===== config.mk =====
export PLATFORM = sky130hd
export DESIGN_NAME = mem_lsu
export DESIGN_NICKNAME = d
export VERILOG_FILES = /design/src/rtl/mem_lsu_pkg.sv /design/src/rtl/mem_lsu_align.sv /design/src/rtl/mem_lsu.sv
export SDC_FILE = /design/constraint.sdc
export NUM_CORES = 1
export LEC_CHECK = 0
export ABC_CLOCK_PERIOD_IN_PS = 10600
export CAP_MARGIN = 20
export CORE_ASPECT_RATIO = 0.5
export CORE_MARGIN = 2
export CORE_UTILIZATION = 35
export DETAILED_ROUTE_END_ITERATION = 12
export GPL_TIMING_DRIVEN = 0
export REMOVE_ABC_BUFFERS = 1
export SYNTH_ARGS = -nofsm -noshare
export SYNTH_HDL_FRONTEND = slang
export SYNTH_SLANG_ARGS = --single-unit

===== constraint.sdc =====
create_clock -name clk -period 10.6 [get_ports clk]
set_clock_uncertainty 0.15 [all_clocks]
set_input_delay 2.65 -clock clk [delete_from_list [all_inputs] [get_ports clk]]
set_output_delay 2.65 -clock clk [all_outputs]
set_load 0.1 [all_outputs]

===== src/rtl/mem_lsu_pkg.sv =====
// rtl/mem_lsu_pkg.sv - shared funct3 width codes, FSM states and request checks for mem_lsu
package mem_lsu_pkg;

    localparam logic [2:0] F3_B  = 3'b000;
    localparam logic [2:0] F3_H  = 3'b001;
    localparam logic [2:0] F3_W  = 3'b010;
    localparam logic [2:0] F3_BU = 3'b100;
    localparam logic [2:0] F3_HU = 3'b101;

    typedef enum logic [1:0] {
        ST_IDLE   = 2'd0,
        ST_ACCESS = 2'd1,
        ST_WRITE  = 2'd2,
        ST_DONE   = 2'd3
    } lsu_state_t;

    // Stores only have the signed width codes; the unsigned variants are load-only.
    function automatic logic funct3_legal(input logic we, input logic [2:0] f3);
        logic ok;
        ok = (f3 == F3_B) || (f3 == F3_H) || (f3 == F3_W);
        if (!we) begin
            ok = ok || (f3 == F3_BU) || (f3 == F3_HU);
        end
        return ok;
    endfunction

    function automatic logic misaligned(input logic [2:0] f3, input logic [1:0] off);
        logic bad;
        bad = 1'b0;
        if ((f3 == F3_H) || (f3 == F3_HU)) begin
            bad = off[0];
        end else if (f3 == F3_W) begin
            bad = (off != 2'b00);
        end
        return bad;
    endfunction

endpackage


===== src/rtl/mem_lsu_align.sv =====
// rtl/mem_lsu_align.sv - little-endian load extraction/extension and store lane merge
module mem_lsu_align
    import mem_lsu_pkg::*;
(
    input  logic [2:0]  funct3,
    input  logic [1:0]  offset,
    input  logic [31:0] word,
    input  logic [31:0] wdata,
    output logic [31:0] load_data,
    output logic [31:0] store_word
);

    logic [4:0]  sh;
    logic [31:0] shifted;
    logic [31:0] mask;
    logic [31:0] lane;

    assign sh      = {offset, 3'b000};
    assign shifted = word >> sh;

    always_comb begin
        load_data = 32'd0;
        case (funct3)
            F3_B:    load_data = {{24{shifted[7]}}, shifted[7:0]};
            F3_H:    load_data = {{16{shifted[15]}}, shifted[15:0]};
            F3_W:    load_data = shifted;
            F3_BU:   load_data = {24'd0, shifted[7:0]};
            F3_HU:   load_data = {16'd0, shifted[15:0]};
            default: load_data = 32'd0;
        endcase
    end

    // Only the addressed lane is replaced; the rest of the fetched word passes through.
    always_comb begin
        mask       = 32'd0;
        lane       = 32'd0;
        store_word = word;
        case (funct3)
            F3_B: begin
                mask       = 32'h0000_00FF << sh;
                lane       = {24'd0, wdata[7:0]} << sh;
                store_word = (word & ~mask) | lane;
            end
            F3_H: begin
                mask       = 32'h0000_FFFF << sh;
                lane       = {16'd0, wdata[15:0]} << sh;
                store_word = (word & ~mask) | lane;
            end
            F3_W:    store_word = wdata;
            default: store_word = word;
        endcase
    end

endmodule


===== src/rtl/mem_lsu.sv =====
// rtl/mem_lsu.sv - single-request load/store unit bridging CPU requests to a word-wide RAM
module mem_lsu
    import mem_lsu_pkg::*;
#(
    parameter int  profundidad = 1024,
    localparam int AW          = $clog2(profundidad)
) (
    input  logic          clk,
    input  logic          reset,
    input  logic          req_valid,
    output logic          req_ready,
    input  logic          req_we,
    input  logic [2:0]    req_funct3,
    input  logic [31:0]   req_addr,
    input  logic [31:0]   req_wdata,
    output logic          resp_valid,
    output logic [31:0]   resp_rdata,
    output logic          resp_err,
    output logic [AW-1:0] address,
    output logic [31:0]   write_data,
    output logic          MemWrite,
    output logic          MemRead,
    input  logic [31:0]   read_data
);

    lsu_state_t  state;
    logic        we_q;
    logic [2:0]  f3_q;
    logic [1:0]  off_q;
    logic [31:0] wdata_q;

    logic        req_bad;
    logic [31:0] load_data;
    logic [31:0] store_word;

    assign req_bad = !funct3_legal(req_we, req_funct3)
                   || misaligned(req_funct3, req_addr[1:0])
                   || ((req_addr >> (AW + 2)) != 32'd0);

    mem_lsu_align u_align (
        .funct3     (f3_q),
        .offset     (off_q),
        .word       (read_data),
        .wdata      (wdata_q),
        .load_data  (load_data),
        .store_word (store_word)
    );

    always_ff @(posedge clk or posedge reset) begin
        if (reset) begin
            state      <= ST_IDLE;
            we_q       <= 1'b0;
            f3_q       <= 3'd0;
            off_q      <= 2'd0;
            wdata_q    <= 32'd0;
            req_ready  <= 1'b1;
            resp_valid <= 1'b0;
            resp_rdata <= 32'd0;
            resp_err   <= 1'b0;
            address    <= '0;
            write_data <= 32'd0;
            MemWrite   <= 1'b0;
            MemRead    <= 1'b0;
        end else begin
            case (state)
                ST_IDLE: begin
                    if (req_valid) begin
                        we_q      <= req_we;
                        f3_q      <= req_funct3;
                        off_q     <= req_addr[1:0];
                        wdata_q   <= req_wdata;
                        req_ready <= 1'b0;
                        if (req_bad) begin
                            resp_valid <= 1'b1;
                            resp_err   <= 1'b1;
                            resp_rdata <= 32'd0;
                            state      <= ST_DONE;
                        end else begin
                            address <= req_addr[AW+1:2];
                            MemRead <= 1'b1;
                            // A full-word store needs no read-modify-write and commits right away.
                            if (req_we && (req_funct3 == F3_W)) begin
                                MemWrite   <= 1'b1;
                                write_data <= req_wdata;
                            end
                            state <= ST_ACCESS;
                        end
                    end
                end
                ST_ACCESS: begin
                    MemRead <= 1'b0;
                    if (we_q && (f3_q != F3_W)) begin
                        MemWrite   <= 1'b1;
                        write_data <= store_word;
                        state      <= ST_WRITE;
                    end else begin
                        MemWrite   <= 1'b0;
                        address    <= '0;
                        write_data <= 32'd0;
                        resp_valid <= 1'b1;
                        resp_rdata <= we_q ? 32'd0 : load_data;
                        state      <= ST_DONE;
                    end
                end
                ST_WRITE: begin
                    MemWrite   <= 1'b0;
                    address    <= '0;
                    write_data <= 32'd0;
                    resp_valid <= 1'b1;
                    resp_rdata <= 32'd0;
                    state      <= ST_DONE;
                end
                default: begin
                    resp_valid <= 1'b0;
                    resp_err   <= 1'b0;
                    resp_rdata <= 32'd0;
                    req_ready  <= 1'b1;
                    state      <= ST_IDLE;
                end
            endcase
        end
    end

endmodule


; ---- Yosys cells after proc, flatten, opt, wreduce, memory -nomap -nowiden
; Index checks and enable logic that the tools add are counted.
[totals]
reg_bits = 119
inputBits = 103
out_inout_bits = 79
wordCells = 104
[classes]
bitwise_logic = 7
n_reduce_logical = 25
n_shift = 5
n_eq_ne = 16
n_mux = 38
[op_table]
columns = cell, count
row1 = $mux W32, 8
row2 = $pmux W32 S3, 2
row3 = $pmux W32 S5, 1
row4 = $and A32 B32 Y32, 2
row5 = $not A32 Y32, 2
row6 = $or A32 B32 Y32, 2
row7 = $pmux W32 S2, 1
row8 = $reduce_bool A32 Y1, 1
row9 = $shl A16 B5 Y32, 1
row10 = $shl A16 B5 Y32 const A, 1
row11 = $shl A8 B5 Y32, 1
row12 = $shl A8 B5 Y32 const A, 1
row13 = $shr A32 B5 Y32, 1
row14 = $mux W10, 3
row15 = $pmux W10 S3, 1
row16 = $mux W1, 14
row17 = $eq A3 B3 Y1 const B, 4
row18 = $ne A2 B2 Y1 const B, 5
row19 = $reduce_and A3 Y1, 3
row20 = $reduce_and A4 Y1, 2
row21 = $logic_or A1 B1 Y1, 7
row22 = $eq A3 B1 Y1 const B, 2
row23 = $eq A3 B2 Y1 const B, 2
row24 = $logic_not A3 Y1, 2
row25 = other kinds (15), 22

; ---- Longest topological paths before layout
[depth]
ltp_word = 12
mapped_depth = 10
mapped_depth_nobuf = 7

; ---- By module
; Synthesis repeated with hierarchy kept, for this count alone.
[hier_totals]
cells_unflattened = 739
hier_area_um2 = 7303.3
[by_module_without_submodules]
columns = module, seq_area_each_um2, area_each_um2, cells_per_inst, n_inst
row1 = mem_lsu, 2979.1, 5446.5, 470, 1
row2 = mem_lsu_align, 0.0, 1856.8, 269, 1

; ---- Worst setup path after synthesis
; No wires, ideal clock.
[synth_timing]
path_kind = input to register
start = input req_addr[12]
end = register write_data[10]
setup_time_ns = 0.137
required_time_ns = 10.313
path_stages = 6
path_buffers = 2
setup_slack_ns = 6.294
arrival_ns = 4.019
cell_sequence = nor4_1 -> o211ai_1 -> o32ai_1 -> buf_2 -> clkbuf_1 -> a21oi_1
[synth_between]
elab_chain_cells = 4
[synth_rtl]
columns = element, line
row1 = start: declaration, mem_lsu.sv:14  ; input logic [31:0] req_addr,
row2 = $reduce_bool A32 Y1, mem_lsu.sv:38  ; || ((req_addr >> (AW + 2)) != 32'd0);
row3 = $logic_or A1 B1 Y1, mem_lsu.sv:38
row4 = $ne A2 B2 Y1 (no line), -
row5 = $reduce_and A4 Y1 (no line), -
row6 = end signal: assignment, mem_lsu.sv:84  ; write_data <= req_wdata;
row7 = end signal: assignment, mem_lsu.sv:94  ; write_data <= store_word;
row8 = end: declaration, mem_lsu.sv:20  ; output logic [31:0] write_data,
; No other way between the ends.
; A chain may end at the register's enable or synchronous reset.

; ---- Worst setup path in the final report
[layout_timing]
start = input req_addr[21]
end = register write_data[16]
; Same word-level chain as after synthesis.

==> impl_results.md <==
- Tcrit/Tclk final: between 40 and 50%
- Fill cell count: 1608
- FP Rows: 34
- WP data arrival: ~5.1 ns
- CP Launch Type: input pin
- Setup crit start: req_addr[21]
- CP peak stage delay: 0.76 ns
- Fin area: about 8500 um^2
- Post-route antenna net violation count: 0
- First-pass GRT wire length: slightly above 30 mm
- Routed WL: 19.4 mm
- Root Buffer: clkbuf_16
- Detailed Place HPWL: 14.4 mm
- Leakage: 3.46 nW
- Mean Syn Cell Area: 9.90 um^2
- Core Area: 17200 um^2
- Final hold slack: 0.339 ns
- Layout cells sized above 1: 10.1%
- CP Max Fanout: 31
- Finish-stage setup viols: 0
- Die Y: 97.3 um
- Post-CTS sizing: 0
- CTS tree: done
- Clk pin slew, worst setup/hold paths: 0.08 ns
- CP Capture Type: register
- Gp weighted congestion: 0.889
- PwrDens: ~350 nW/um^2
- Buf+Inv Stages, Crit Path: 3
- Via-to-Cell Ratio: 5.48
- Post-synth EDFFs: 0
- Post-route minimum period: between 4 and 5 ns
- Hold_buf cts: 0
- Initial Utilization: between 30% and 40%
- Cell area after synthesis: 6090 um^2
- Placed cell areas: 8100 um^2
- Place WS: 4.97 ns
- Setup bufs post-CTS: 0
- CP delay by family, top: compound AO/OA/AOI/OAI gates
- Setup_tns: 0 ns
- Status: finished, final reports clean
- FF-to-FF setup slack: 6.70 ns
- WS Path Type: in -> reg
- Initial antenna violation count: 0
- Unique masters post-synth: 56
- Global-route total usage across every layer: 20.8%
- Ys async rst share: 100%
- Synth Instances: 615
- Fin nets: 881
- I/O pin count: between 150 and 200
- Flops & latches, synth: 103
- Ant diodes: 0
- Max stage delay cell, worst path: o32ai_4
- Clock Latency Late Sink: 0.35 ns
- Final hold vios: 0
- Main synth FF type: dfrtp_1
- Synthesis-to-finish area growth: 39.5%
- Post-synth top area share: 41.9%
- Worst reg2reg startpoint: off_q[1]
- Area leader, netlist: dfrtp_1
- Top cells by area, synth: dfrtp_1 (42%), a21oi_1 (4.7%), mux2_2 (4.6%)
- # port buffers: around 180
- Pre-antenna DRT Iters: 5
- Worst min-delay path class: reg -> reg
- DIE WIDTH: 191 um
- Setup WS post-layout: 5.63 ns
- DR iter-0 viols: 424
- Slew @ Worst Pin: between 1 and 1.5 ns
- TritonCTS buffer count: 9
- CTS Sinks: 103
- Max-slew headroom: a little under a third
- Max Slew Vio Count: 0
- Worst-path cell chain: clkdlybuf4s50_1, nor4_1, nand4_1, o32ai_4, buf_16, buf_8, nor2_1, a31oi_1
- H-tree lvl count: 3
- Die area: around 19000 um^2
- CP Data Required Time: 10.72 ns
- Sequential share of the synthesized area: 42.4%
- Drt drc: 0
- Clock tree buffer depth: 2
- Peak Freq: 201 MHz
- Vias in the first global route: 5364
- Hold path startpoint: resp_rdata[6]
- Vias: 5529
- Wire per inst: 19.2 um
- RSZ-0062 raised after global routing: no
- Max cap viols: 0
- Worst vdd ir: 0.227 mV
- Overall Power: between 0.002 and 0.003 W
- Global route overflow: 0
- Ys Warns: 0
- Largest net degree at the start of global routing: 56
-- placed cells by master, fill, tap and decap left out, drive strengths merged, types with 9 or more instances in the layout --
master	netlist	layout
a21oi	58	58
a221oi	14	14
a22o	11	11
a22oi	26	26
a31oi	11	11
buf	25	10
clkbuf	22	9
clkdlybuf4s50	0	181
dfrtp	102	102
inv	18	21
mux2	54	54
mux2i	24	24
nand2	49	49
nor2	41	41
nor2b	34	34
o21ai	16	16
o22ai	24	24
-- kinds of logic (layout without fill, tap and decap cells) --
kind of cell / after synthesis / after routing / share of synthesized area (%)
muxes: 79 / 79 / 14.9
adders and majority gates: 8 / 8 / 1.64
buffers and inverters: 66 / 226 / 5.14
DFF: 103 / 103 / 42.4
and+or+nand+nor: 149 / 149 / 12.0
AOI/OAI and AO/OA: 210 / 210 / 23.9
-- stage by stage --
| stage | util, % | instances |
|---|---|---|
| 2_1_floorplan | - | 568 |
| 3_3_place_gp | 46.3 | 983 |
| 3_5_place_dp | 47.1 | 989 |
| 4_1_cts | 48.9 | 1005 |
| 5_1_grt | 49.4 | 1009 |
| 6_report | 49.4 | 1009 |
-- layout make-up --
cell class / instances / area [um^2] / area share (%)
tap: 234 / 293 / 3.45
timing repair buffer: 191 / 2010 / 23.7
inverter: 19 / 73.8 / 0.869
multi-input combinational: 446 / 3220 / 37.9
sequential: 103 / 2580 / 30.4
clock buffer: 9 / 225 / 2.65
clock inverter: 7 / 88.8 / 1.05
-- final timing paths --
check	to	cells past startpoint
max in group asynchronous	req_ready	3
min in group asynchronous	address[2]	2
worst max-delay path	write_data[16]	8
worst max register to register	write_data[21]	6
worst min-delay path	resp_rdata[6]	1
worst min register to register	resp_rdata[6]	1
-- synth_stat cells (all sizes together) (2+ instances only) --
library cell	n
a211oi	7
a22o	11
o221ai	8
o21a	8
inv	18
o22ai	24
nor3	4
a221oi	14
a21boi	2
or3b	2
ha	8
nand3	6
a22oi	26
o2bb2ai	8
o21ai	16
a21oi	58
nand4	2
mux2i	24
o211ai	2
a31oi	11
nor4	5
nand2b	3
o31ai	2
buf	25
nand2	49
nor2	41
clkbuf	22
a32oi	8
mux2	54
dfrtp	102
nor2b	34
-- worst reg2reg max path: stages, from the launching register on --
cell,delay (ns)
dfrtp_1,1.02
clkinv_1,0.82
ha_1,0.52
o21ai_0,0.12
nor2b_1,0.62
a22oi_1,0.35
a31oi_1,0.23
-- flip-flops by register name (all words and copies together) (netlist names) --
signal      cells
MemRead         1
resp_rdata     32
resp_err        1
MemWrite        1
f3_q            3
we_q            1
state           2
off_q           2
address        10
write_data     32
wdata_q        16
resp_valid      1
req_ready       1
-- layer usage --
layer	up-vias	share of wire (%)	wire length, um	GRT usage [%]
met2	178	46	8910	32.8
li1	2600	-	-	-
met3	20	6.6	1290	4.66
met1	2731	46	8970	29.3
met4	0	1.3	248	4.23
met5	-	0	0	0
-- report_power, final --
part / switching [W] / leakage [nW] / total (W) / internal [W]
Clock: 0.000166 / 0.152 / 0.000356 / 0.000189
Combinational: 0.00133 / 2.00 / 0.00194 / 0.000611
Sequential: 0.000138 / 1.30 / 0.000674 / 0.000537
Total: 0.00163 / 3.46 / 0.00297 / 0.00134
(Power assumes the default switching activity.)
